**config.mk**
```make
export PLATFORM = sky130hd
export DESIGN_NAME = dequant_pair
export DESIGN_NICKNAME = d
export VERILOG_FILES = /design/src/rtl/dequant_pair.sv
export SDC_FILE = /design/constraint.sdc
export NUM_CORES = 2
export LEC_CHECK = 0
export CORE_ASPECT_RATIO = 1.5
export CORE_MARGIN = 5
export CORE_UTILIZATION = 61
export DETAILED_ROUTE_END_ITERATION = 7
export DONT_BUFFER_PORTS = 1
export GPL_ROUTABILITY_DRIVEN = 0
export PLACE_DENSITY_LB_ADDON = 0.2
export SYNTH_ARGS = -nofsm -noshare
export SYNTH_HDL_FRONTEND = slang
export SYNTH_SLANG_ARGS = --single-unit
```
**constraint.sdc**
```tcl
create_clock -name clk_i -period 94 [get_ports clk_i]
set_input_delay 14.1 -clock clk_i [delete_from_list [all_inputs] [get_ports clk_i]]
set_output_delay 14.1 -clock clk_i [all_outputs]
set_load 0.005 [all_outputs]
```
**src/rtl/dequant_pair.sv**
```systemverilog
// dequant_pair: two-lane streaming dequantizer, 64-entry Q table, signed 16-bit saturation
module dequant_pair (
    input  logic        clk_i,
    input  logic        rst_i,
    input  logic        clr_i,
    input  logic        tbl_we_i,
    input  logic [4:0]  tbl_addr_i,
    input  logic [31:0] tbl_data_i,
    input  logic        in_valid_i,
    output logic        in_ready_o,
    input  logic [31:0] in_data_i,
    output logic        out_valid_o,
    input  logic        out_ready_i,
    output logic [31:0] out_data_o,
    output logic        out_last_o
);
    logic [31:0] tbl [32];
    logic [4:0]  cnt;
    logic        s1_valid;
    logic        s1_last;
    logic [31:0] s1_data;
    logic [31:0] s1_q;
    logic        adv2;
    logic        accept;

    function automatic logic [15:0] sat(input logic [15:0] c, input logic [15:0] q);
        logic signed [32:0] p;
        p = $signed({{17{c[15]}}, c}) * $signed({17'd0, q});
        return p > 33'sd32767 ? 16'h7fff : p < -33'sd32768 ? 16'h8000 : p[15:0];
    endfunction

    assign adv2       = !out_valid_o || out_ready_i;
    assign in_ready_o = !s1_valid || adv2;
    assign accept     = in_valid_i && in_ready_o && !clr_i;

    // Quantization table; clr leaves it intact, S1 reads the pre-edge value on collision
    always_ff @(posedge clk_i or posedge rst_i)
        if (rst_i)
            for (int i = 0; i < 32; i++) tbl[i] <= 32'h0001_0001;
        else if (tbl_we_i)
            tbl[tbl_addr_i] <= tbl_data_i;

    // Position of the next accepted pair within its 8x8 block
    always_ff @(posedge clk_i or posedge rst_i)
        if (rst_i)
            cnt <= 5'd0;
        else if (clr_i)
            cnt <= 5'd0;
        else if (accept)
            cnt <= cnt + 5'd1;

    // Stage 1: capture coefficient pair with its table word and end-of-block flag
    always_ff @(posedge clk_i or posedge rst_i)
        if (rst_i) begin
            s1_valid <= 1'b0;
            s1_last  <= 1'b0;
            s1_data  <= 32'd0;
            s1_q     <= 32'd0;
        end else if (clr_i) begin
            s1_valid <= 1'b0;
        end else if (in_ready_o) begin
            s1_valid <= in_valid_i;
            if (in_valid_i) begin
                s1_data <= in_data_i;
                s1_q    <= tbl[cnt];
                s1_last <= cnt == 5'd31;
            end
        end

    // Stage 2: per-lane multiply and saturate into the output register
    always_ff @(posedge clk_i or posedge rst_i)
        if (rst_i) begin
            out_valid_o <= 1'b0;
            out_last_o  <= 1'b0;
            out_data_o  <= 32'd0;
        end else if (clr_i) begin
            out_valid_o <= 1'b0;
            out_last_o  <= 1'b0;
        end else if (adv2) begin
            out_valid_o <= s1_valid;
            out_last_o  <= s1_valid && s1_last;
            if (s1_valid)
                out_data_o <= {sat(s1_data[31:16], s1_q[31:16]), sat(s1_data[15:0], s1_q[15:0])};
        end
endmodule

```
==> run_results.csv <==
group,metric,value,unit
grt,grt_pass1_wl,268000,um
setup_path,cp-end-kind,"output port",
grt,overflow,0,
final_layout,layout-drive-gt1-share,29.0,%
setup_path,critical_path_peak_fanout,7,
flow_run,max_cap_violations,0,
placement,place_hpwl,105000,um
sta,fin_setup_tns,0,ns
routing,drt_iter0_drc,2804,
final_layout,mostFrequentLayoutCell,"mux2_2",
yosys,syn_avg_cell_area,12.0,um2
yosys,synth_fp_nets,6469,
power,power.internal,1.48,mW
routing,wl,169000,um
clocking,numCtsBuffers,104,
outcome,status,"finished, final reports clean",
clocking,clk_pin_slew,0.06,ns
final_layout,post-route-util,65.3,%
power,swShare,44.0,%
clocking,cts_resized,0,
clocking,ctsHoldBuffers,0,
floorplanning,top_level_ports,110,
power,p_switching,1.17,mW
clocking,cts-root-buf,"clkbuf_16",
worst_hold_path,holdCritPathClass,"reg -> reg",
yosys,synth_cell_types,79,
grt,grt_antenna_before_repair,1,
grt,track_usage,28.2,%
yosys,ys.flop_type,"dfrtp_1",
clocking,clk_path_buf_depth,3,
grt,grt_pass1_vias,47437,
power,power.density,36.0,nW/um2
sta,setup-violations-final,0,
setup_path,crit_type,"in -> out",
floorplanning,start_util,61.4,%
grt,grt_max_degree,183,
sta,clock_skew,0.0356,ns
clocking,tritoncts,"done",
yosys,synth_edf_count,0,
clocking,clk_latency,0.72,ns
yosys,syn_inst,5760,
yosys,ys_ff_latch,1129,
yosys,yosysSeqAreaShare,40.9,%
yosys,yosys_warnings,0,
routing,wl_per_cell,23.9,um
sta,slew_violations,0,
power,ir_drop,0.0493,mV
sta,slew_headroom,24.5,%
floorplanning,die_h,423,um
sta,timing.hold.ws,0.499,ns
setup_path,crit_arrival,14.72,ns
placement,pre_cts_ws,65.16,ns
sta,hold_violations,0,
floorplanning,std_cell_rows,151,
final_layout,final_nets,6231,
clocking,clock-sinks,1129,
clocking,h-tree-depth,3,
sta,timing.fmax,34.7,MHz
clocking,postCtsSetupBuffers,0,
final_layout,area_delta_synth_final,6.42,%
sta,fin_crit,28.82,ns
sta,worst_slack,65.18,ns
setup_path,critPathLaunchType,"primary input",
final_layout,layout_common_cells,"1122 x mux2_2, 1060 x dfrtp_1, 486 x inv_1",
power,power_frac_clock,16.3,%
power,combPwrFrac,58.5,%
yosys,async_flop_share,100,%
routing,firstDrtPassIters,7,
yosys,syn_area,69200,um2
setup_path,worstPathRequired,79.90,ns
sta,rsz0062_at_grt,"false",
setup_path,critPathMaxStageDelay,0.23,ns
final_layout,design_area,73700,um2
setup_path,slowest_stage,"buf_4",
routing,drc_errors,0,
placement,port_buffers,0,
floorplanning,fp.coreArea,113000,um2
sta,worst_pin_slew,1.13,ns
power,p_seq_share,25.2,%
floorplanning,dieArea,120000,um2
power,p_leak,33.5,nW
floorplanning,die_x,285,um
setup_path,crit_chain,"nor2b_1, buf_4, nand2_1",
sta,period_share,30.7,%
routing,via_per_inst,6.23,
routing,ant_nets,0,
final_layout,diodes,0,
placement,placed_area,70200,um2
routing,vias,43983,
## Yosys cell counts (5+ instances only)
cell type  instances  area share, %
mux2_2          1122             18
dfrtp_1         1065             39
inv_1            487            2.6
nand2_1          421            2.3
fa_1             388             11
clkbuf_1         328            1.8
ha_1             246            4.4
and2_1           242            2.2
a21oi_1          197            1.4
mux2i_1          197            2.8
o21ai_0          142            1.0
mux4_2           128            4.2
nor2_1           123           0.67
buf_1             75           0.41
o22ai_1           66           0.60
dfstp_2           64            2.4
o221ai_1          64           0.81
a211oi_1          41           0.44
nand3_1           30           0.22
xnor2_1           28           0.35
nand2b_1          25           0.23
nor3_1            25           0.18
nand4_1           16           0.14
xor2_1            16           0.20
o32ai_1           15           0.19
a21o_1            14           0.15
a31oi_1           12           0.11
nor4_1            12           0.11
o211ai_1          12           0.13
and3_1            11          0.099
nor3b_1           10           0.11
o21a_1            10           0.11
or3_1             10          0.090
nor2b_1            9          0.081
o2111ai_1          6          0.076
o21bai_1           6          0.065
or4_1              6          0.065
and4_1             5          0.063
buf_4              5          0.054
nand3b_1           5          0.054
## sequential cells by signal, summed over array words and instances (netlist names)
name	cells
tbl	1024
out_data_o	32
s1_data	32
s1_q	32
cnt	5
out_last_o	1
out_valid_o	1
s1_last	1
s1_valid	1
## worst paths after layout
kind | startpoint | end | slack [ns] | depth (start not counted)
max | out_ready_i | in_ready_o | 65.18 | 3
min | tbl[840] | tbl[840] | 0.50 | 1
max reg2reg | s1_data[15] | out_data_o[5] | 85.97 | 21
min reg2reg | tbl[840] | tbl[840] | 0.50 | 1
max in group asynchronous | rst_i | tbl[861] | 77.07 | 4
min in group asynchronous | rst_i | s1_q[20] | 13.39 | 1
## critical path, delay by kind of cell
kind                   cells  cell delay (ns)
buffers and inverters      1             0.23
and+or+nand+nor            2             0.38
## cell type report
| type | instances | area, um2 |
|---|---|---|
| fillers | 8560 | 39100 |
| multi-input cells | 3727 | 37600 |
| flip-flops and latches | 1129 | 28400 |
| clock buffers | 147 | 3010 |
| inverters | 489 | 1840 |
| well taps | 1453 | 1820 |
| repair buffers | 71 | 558 |
| clock inverters | 44 | 462 |
## kinds of logic after synthesis
logic type               Yosys count  share of synthesized area, %
adder cells (fa/ha/maj)          634                          15.7
buffers and inverters            904                          5.00
XOR/XNOR                          44                         0.557
AND/OR/NAND/NOR                  969                          6.81
multiplexers                    1447                          25.3
AO/OA/AOI/OAI                    633                          5.76
flip-flops                      1129                          40.9
## power by group through the flow
stage	Combinational, mW	Clock, mW	Sequential, mW
final	1.55	0.432	0.668
after global routing	1.75	0.461	0.679
after CTS	1.55	0.440	0.666
after detailed placement	1.53	0	0.675
after global placement	1.50	0	0.668
after floorplan	1.26	0	0.635
## per-stage QoR
stage	cells	power, mW
after floorplan	5760	1.90
final	7060	2.65
after detailed placement	6869	2.21
after CTS	7060	2.65
after global routing	7060	2.89
after global placement	6869	2.17
## per-layer routing
metal	up-vias	GRT usage [%]	part of all wire (%)
met5	-	0	0
li1	19359	-	-
met4	0	9.25	3.2
met3	345	3.92	4.5
met2	1016	51.1	53
met1	23263	35.1	40
(Power assumes the default switching activity.)
